**config.mk**
```make
export PLATFORM = sky130hd
export DESIGN_NAME = fir_channel_scheduler
export DESIGN_NICKNAME = d
export VERILOG_FILES = /design/src/rtl/ppg_pkg.sv /design/src/rtl/slot_timer.sv /design/src/rtl/fir_channel_scheduler.sv
export SDC_FILE = /design/constraint.sdc
export NUM_CORES = 1
export LEC_CHECK = 0
export CAP_MARGIN = 40
export CORE_UTILIZATION = 50
export CTS_CLUSTER_SIZE = 28
export DETAILED_ROUTE_END_ITERATION = 7
export PLACE_DENSITY = 0.86
export SYNTH_ARGS = -nofsm -noshare
export SYNTH_HDL_FRONTEND = slang
export SYNTH_HIERARCHICAL = 1
export SYNTH_SLANG_ARGS = --single-unit
```
**constraint.sdc**
```tcl
create_clock -name CLK_Filter -period 7.7 [get_ports CLK_Filter]
set_clock_uncertainty 0.2 [all_clocks]
set_input_delay 2.31 -clock CLK_Filter [delete_from_list [all_inputs] [get_ports CLK_Filter]]
set_output_delay 2.31 -clock CLK_Filter [all_outputs]
set_load 0.005 [all_outputs]
```
**src/rtl/ppg_pkg.sv**
```systemverilog
// ppg_pkg: shared types and widths for the PPG LED/ADC/FIR channel scheduler.
//   ADC_W   - ADC conversion result width
//   FIR_W   - FIR result / filtered output width
//   state_t - scheduler FSM states
//   chan_t  - LED channel / FIR bank select (IR=0, Red=1)
package ppg_pkg;

    localparam int ADC_W = 8;
    localparam int FIR_W = 20;

    typedef enum logic [2:0] {
        IDLE   = 3'd0,
        SETTLE = 3'd1,
        SAMPLE = 3'd2,
        FILTER = 3'd3,
        HOLD   = 3'd4,
        GAP    = 3'd5
    } state_t;

    typedef enum logic {
        CH_IR  = 1'b0,
        CH_RED = 1'b1
    } chan_t;

endpackage

```
**src/rtl/slot_timer.sv**
```systemverilog
// slot_timer: free-running slot counter, 0..SLOT_CYCLES-1 with wrap.
//   clk      - clock
//   rst_n    - async active-low reset
//   clear    - hold count at 0 (scheduler idle or leaving run)
//   count    - current position in the slot
//   slot_end - high on the wrap cycle (count = SLOT_CYCLES-1)
module slot_timer #(
    parameter int SLOT_CYCLES = 2500,
    parameter int CNT_W       = $clog2(SLOT_CYCLES)
) (
    input  logic             clk,
    input  logic             rst_n,
    input  logic             clear,
    output logic [CNT_W-1:0] count,
    output logic             slot_end
);

    assign slot_end = (count == CNT_W'(SLOT_CYCLES - 1));

    always_ff @(posedge clk or negedge rst_n) begin
        if (!rst_n) begin
            count <= '0;
        end else if (clear || slot_end) begin
            count <= '0;
        end else begin
            count <= count + CNT_W'(1);
        end
    end

endmodule

```
**src/rtl/fir_channel_scheduler.sv**
```systemverilog
// fir_channel_scheduler: alternates Red/IR LED slots, triggers the ADC after
// the LED has settled, hands each sample to a shared FIR datapath and latches
// the per-channel filtered result.
//   CLK_Filter, rst_n              - clock, async active-low reset
//   enable                         - run request (level)
//   LED_Red, LED_IR                - LED drives, never both on
//   adc_start / adc_done, ADC_Value - ADC handshake
//   fir_sample, fir_valid, fir_ch_sel / fir_result, fir_done - FIR handshake
//   Out_Red_Filtered, Out_IR_Filtered, red_valid, ir_valid - filtered outputs
//   overrun                        - sticky: a slot ended before its work finished
//
// state  | meaning
// IDLE   | LEDs off, counter 0, channel Red; waits for enable
// SETTLE | active LED on, waiting for the photodiode to settle
// SAMPLE | ADC conversion in flight
// FILTER | FIR computation in flight
// HOLD   | result captured, waiting for slot end
// GAP    | one cycle with both LEDs off, channel swaps on exit
module fir_channel_scheduler
    import ppg_pkg::*;
#(
    parameter int SLOT_CYCLES   = 2500,
    parameter int SETTLE_CYCLES = 500
) (
    input  logic             CLK_Filter,
    input  logic             rst_n,
    input  logic             enable,
    output logic             LED_Red,
    output logic             LED_IR,
    output logic             adc_start,
    input  logic             adc_done,
    input  logic [ADC_W-1:0] ADC_Value,
    output logic [ADC_W-1:0] fir_sample,
    output logic             fir_valid,
    output logic             fir_ch_sel,
    input  logic [FIR_W-1:0] fir_result,
    input  logic             fir_done,
    output logic [FIR_W-1:0] Out_Red_Filtered,
    output logic [FIR_W-1:0] Out_IR_Filtered,
    output logic             red_valid,
    output logic             ir_valid,
    output logic             overrun
);

    localparam int CNT_W = $clog2(SLOT_CYCLES);

    state_t           state;
    state_t           state_next;
    chan_t            channel;
    logic [CNT_W-1:0] count;
    logic             slot_end;
    logic             timer_clear;
    logic             settle_done;
    logic             led_on;
    logic             launch;
    logic             capture;
    logic             overrun_set;

    // Counter sits at 0 in IDLE so the first SETTLE after enable starts at 0.
    assign timer_clear = (state == IDLE) || !enable;
    assign settle_done = (count == CNT_W'(SETTLE_CYCLES - 1));

    slot_timer #(
        .SLOT_CYCLES (SLOT_CYCLES),
        .CNT_W       (CNT_W)
    ) u_slot_timer (
        .clk      (CLK_Filter),
        .rst_n    (rst_n),
        .clear    (timer_clear),
        .count    (count),
        .slot_end (slot_end)
    );

    always_ff @(posedge CLK_Filter or negedge rst_n) begin
        if (!rst_n) begin
            state   <= IDLE;
            channel <= CH_RED;
        end else begin
            state <= state_next;
            if (state_next == IDLE) begin
                channel <= CH_RED;
            end else if (state == GAP) begin
                channel <= (channel == CH_RED) ? CH_IR : CH_RED;
            end
        end
    end

    // Priority: enable drop, then slot end, then the handshake strobes.
    always_comb begin
        state_next = state;
        if (!enable) begin
            state_next = IDLE;
        end else begin
            case (state)
                IDLE:    state_next = SETTLE;
                SETTLE:  if (slot_end)         state_next = GAP;
                         else if (settle_done) state_next = SAMPLE;
                SAMPLE:  if (slot_end)         state_next = GAP;
                         else if (adc_done)    state_next = FILTER;
                FILTER:  if (slot_end)         state_next = GAP;
                         else if (fir_done)    state_next = HOLD;
                HOLD:    if (slot_end)         state_next = GAP;
                GAP:     state_next = SETTLE;
                default: state_next = IDLE;
            endcase
        end
    end

    always_comb begin
        led_on      = 1'b0;
        adc_start   = 1'b0;
        launch      = 1'b0;
        capture     = 1'b0;
        overrun_set = 1'b0;
        case (state)
            SETTLE, SAMPLE, FILTER, HOLD: led_on = 1'b1;
            default:                      led_on = 1'b0;
        endcase
        adc_start   = (state == SETTLE) && (state_next == SAMPLE);
        launch      = (state == SAMPLE) && (state_next == FILTER);
        capture     = (state == FILTER) && (state_next == HOLD);
        overrun_set = ((state == SETTLE) || (state == SAMPLE) || (state == FILTER))
                      && (state_next == GAP);
    end

    // LED drive derives from a single channel bit, so both can never be on.
    assign LED_Red = led_on && (channel == CH_RED);
    assign LED_IR  = led_on && (channel == CH_IR);

    // fir_ch_sel only changes on a launch, so it stays stable through fir_done.
    always_ff @(posedge CLK_Filter or negedge rst_n) begin
        if (!rst_n) begin
            fir_sample       <= '0;
            fir_valid        <= 1'b0;
            fir_ch_sel       <= 1'b0;
            Out_Red_Filtered <= '0;
            Out_IR_Filtered  <= '0;
            red_valid        <= 1'b0;
            ir_valid         <= 1'b0;
            overrun          <= 1'b0;
        end else begin
            fir_valid <= launch;
            red_valid <= capture && (channel == CH_RED);
            ir_valid  <= capture && (channel == CH_IR);
            if (launch) begin
                fir_sample <= ADC_Value;
                fir_ch_sel <= (channel == CH_RED);
            end
            if (capture && (channel == CH_RED)) begin
                Out_Red_Filtered <= fir_result;
            end
            if (capture && (channel == CH_IR)) begin
                Out_IR_Filtered <= fir_result;
            end
            if (overrun_set) begin
                overrun <= 1'b1;
            end
        end
    end

endmodule

```
Word level (Yosys, flattened, before mapping)
Index checks and enable logic that the tools add are counted. Widths: inputs -> output; s select.

Register bits after elaboration: 69. Input port bits: 33. Output and inout port bits: 56. Logic and storage cells: 56.

$add $sub $neg: 1. Equality and inequality tests: 11. Multiplexer cells: 14. Bitwise gates (word level): 1. Reductions and logical operators: 18.

Operator list (count): $mux 3 (8); $pmux 3 s5 (1); $add 12x1->12 const B (1); $eq 12x12->1 const B (1); $eq 12x9->1 const B (1); $eq 3x2->1 const B (4); $eq 3x3->1 const B (4); $mux 12 (1); $logic_and 1x1->1 (8); $logic_not 3->1 (2); $logic_or 1x1->1 (4); $mux 1 (4); $reduce_or 4->1 (1); $eq 3x1->1 const B (1); $reduce_bool 2->1 (1); $reduce_or 2->1 (1); $logic_not 1->1 (1); $not 1->1 (1).

Depth between registers and ports, before layout
Depth after elaboration: 8. Depth in mapped cells: 8. Gate-level depth less buffers: 7.

Modules after synthesis
Netlist, hierarchy kept.

Modules (own cells, without submodules): fir_channel_scheduler (instances 1, cells each 154, area an instance 2306.0 um^2, sequential area each 1427.6 um^2); slot_timer (instances 1, cells each 58, area an instance 594.3 um^2, sequential area each 300.3 um^2).

Least setup slack after synthesis
No wires, ideal clock.

Path type: input to output. Start point: input enable. End point: output adc_start. Arrival: 2904 ps. Required time: 5190 ps. Slack: 2286 ps. Stages on the path: 2. Buffers on the path: 0. Path through: or3b_4 -> nor3_1.

Word-level cells in the longest chain between the ends: 3.

Ends and longest elaborated chain: from (decl) (line fir_channel_scheduler.sv:27) `input logic enable,`; $mux 3 (line fir_channel_scheduler.sv:91) `if (!enable) begin`; $eq 3x2->1 (line fir_channel_scheduler.sv:119) `adc_start = (state == SETTLE) && (state_next == SAMPLE);`; $logic_and 1x1->1 (line fir_channel_scheduler.sv:119); to (decl) (line fir_channel_scheduler.sv:30) `output logic adc_start,`.

Every way passes these cells.

Worst setup path after layout
Ends and elaborated chain as after synthesis.

==> impl_metrics.toml <==
[setup_path]
r2r_end = "Out_IR_Filtered[2]"
r2r_cells = 8
worstReg2RegStart = "u_slot_timer/count[0]"
worstPathMaxFanout = 7
critPathKind = "in2out"
endpoint_kind = "output port"
arrival_ns = 4.01
crit_path_end = "adc_start"
cp.required_ns = 5.19
worstSetupStartpoint = "enable"
timing.reg2reg.setup_slack_ns = 4.25
cp-start-kind = "input port"

[drt]
avgRoutedWirePerCell_um = 15.8
drc = 0
drt-pass1-iter-count = 4
postRouteAntennaNets = 0
drt_iter0_markers = 52
wl_mm = 6.06
via_count = 2023
drt-vias-per-instance = 5.27

[sta]
finalCritPeriodShare_pct = 84.7
fmax_mhz = 153
fin_tns_setup_ns = 0
finalSetupViolCount = 0
report.final.slew_viol_count = 0
slew_headroom_pct = 52.3
worstMarginPinSlew_ns = 0.710
period_needed_ns = 6.52
rsz0062_at_grt = "no"
whs_ns = 0.272
hold_viol_final = 0

[synthesis]
async_reset_ff_share_pct = 100
synth_cells = 212
synth_edf_count = 0
synth_area_mm2 = 0.00290
yosysWarnings = 6
synth_area_per_cell_um2 = 13.7
ys.flop_type = "dfrtp_1"
syn_nets = 247
synth_seq_cells = 69
synth.distinct_cells = 39
synth-seq-area-share_pct = 59.6

[clock_network]
cts_max_path_buffers = 2
cts_buffers = 9
cts_tree = "built"
clk_pin_slew_ns = 0.06
htree_levels = 3
numClockSinks = 69
clock_latency_ns = 0.34
root_buffer = "clkbuf_8"
post-cts-setup-buffers = 0
cts_resized = 0
cts_hold_buf = 0

[worst_hold_path]
hp-start = "overrun"
hold_class = "reg2reg"

[grt]
grt_util_met3_pct = 6.74
grt_use_total_pct = 21.6
grt_antenna_before_repair = 0
grt.busiest_layer = "met2"
grt.met2_usage_pct = 34.8
grt_max_degree = 64
use_met1_pct = 26.6
grt_pass1_wl_mm = 9.94
grt_pass1_vias = 2028
grt_overflow = 0

[layout]
final_layout_size_suffix_gt1_share_pct = 23.7
syn2layout_area_growth_pct = 40.9
antenna_cells = 0
nets = 342

[power]
p_per_area_mw_per_mm2 = 181
ir_drop_mv = 0.136
p_leak_uw = 0.00187

[floorplan]
coreArea_mm2 = 0.00554
io_pins = 89
die_y_um = 78.2
dieArea_mm2 = 0.00611
std_cell_rows = 27
start_util_pct = 52.3
chipWidth_um = 78.2

[placed_design]
finalWeightedCongestion = 0.812
portBuffers = 88
hpwl_mm = 4.24

[flow_run]
maxCapViolations = 0

[status]
status = "finished, final reports clean"
[stage by stage]
stage	instances	area (µm²)	worst slack, ns	utilization (%)	power (µW)
global placement	365	3820	1.19	69.0	430
finish	384	4090	1.18	73.8	738
detailed placement	368	3880	1.18	70.0	433
CTS	384	4090	1.16	73.8	746
floorplan	212	2900	2.29	-	395
global route	384	4090	1.07	73.8	769
[how the worst min path moves through the flow]
stage               cells past startpoint  slack, ns  endpoint
finish                                  1       0.27   overrun
global route                            1       0.30   overrun
CTS                                     1       0.28   overrun
detailed placement                      1       0.26   overrun
global placement                        1       0.25   overrun
floorplan                               1       0.25   overrun
[cell families after synthesis]
group                    share of synthesized area, %
flip-flops                                       59.6
AND/OR/NAND/NOR                                  11.7
multiplexers                                     19.0
AO/OA/AOI/OAI                                    3.19
buffers and inverters                            2.33
XOR/XNOR                                         3.32
adder cells (fa/ha/maj)                         0.863
[synthesized netlist by cell type (2+ instances only)]
master,n,area (µm²)
or3_1,2,12.5
xor2_1,4,35.0
nand2_1,5,18.8
nand3_1,7,35.0
ha_1,2,25.0
a21oi_1,3,15.0
and3_1,5,31.3
nand3b_1,2,15.0
nor2_1,14,52.6
nor3_1,3,15.0
dfrtp_1,68,1700
inv_1,4,15.0
nor3b_1,2,15.0
buf_6,2,22.5
buf_2,6,30.0
mux2_2,49,552
nand2b_1,3,18.8
o21ai_0,2,10.0
xnor2_1,7,61.3
nand4_1,2,12.5
nor4bb_1,2,20.0
[routing by layer]
metal	wire [µm]	vias up
met5	0	-
met4	154	0
met3	403	15
met2	2950	78
met1	2550	993
li1	-	937
[flip-flops by register name (all words and copies together), names as in the netlist]
name                count
Out_IR_Filtered        20
red_valid               1
fir_sample              8
ir_valid                1
Out_Red_Filtered       20
overrun                 1
fir_ch_sel              1
fir_valid               1
u_slot_timer/count     12
channel                 1
state                   3
[report_power, final]
part           leakage (µW)  total [µW]  internal [µW]  switching [µW]
clock network      0.000101         311            182             129
registers          0.000954         373            367            5.95
logic              0.000811        53.2           31.5            21.7
total               0.00187         738            581             157
[cell usage in the layout (no fill, tap or decap), types with 2 or more instances in the layout]
cell	netlist	final
a21oi_1	3	3
and3_1	5	5
buf_8	0	2
bufinv_16	0	2
clkbuf_1	0	3
clkbuf_8	0	9
clkdlybuf4s50_1	0	87
dfrtp_1	68	68
ha_1	2	2
inv_1	4	4
mux2_2	49	49
nand2_1	5	5
nand2b_1	3	3
nand3_1	7	7
nand3b_1	2	2
nand4_1	2	2
nor2_1	14	14
nor3_1	3	3
nor3b_1	2	2
nor4bb_1	2	2
o21ai_0	2	2
or3_1	2	2
xnor2_1	7	7
xor2_1	4	4
[cell type report]
class / count / area [µm²]
tap: 72 / 90.1
inverter: 4 / 15.0
multi-input combinational: 131 / 1100
sequential: 69 / 1730
fill: 386 / 1450
clock buffer: 12 / 135
clock inverter: 4 / 72.6
timing repair buffer: 92 / 941
[critical path, cell delays in order]
cell             delay [ns]
clkdlybuf4s50_1        0.57
or3b_4                 0.43
nor3_1                 0.17
clkdlybuf4s50_1        0.52
Power figures use the tool's default switching activity.
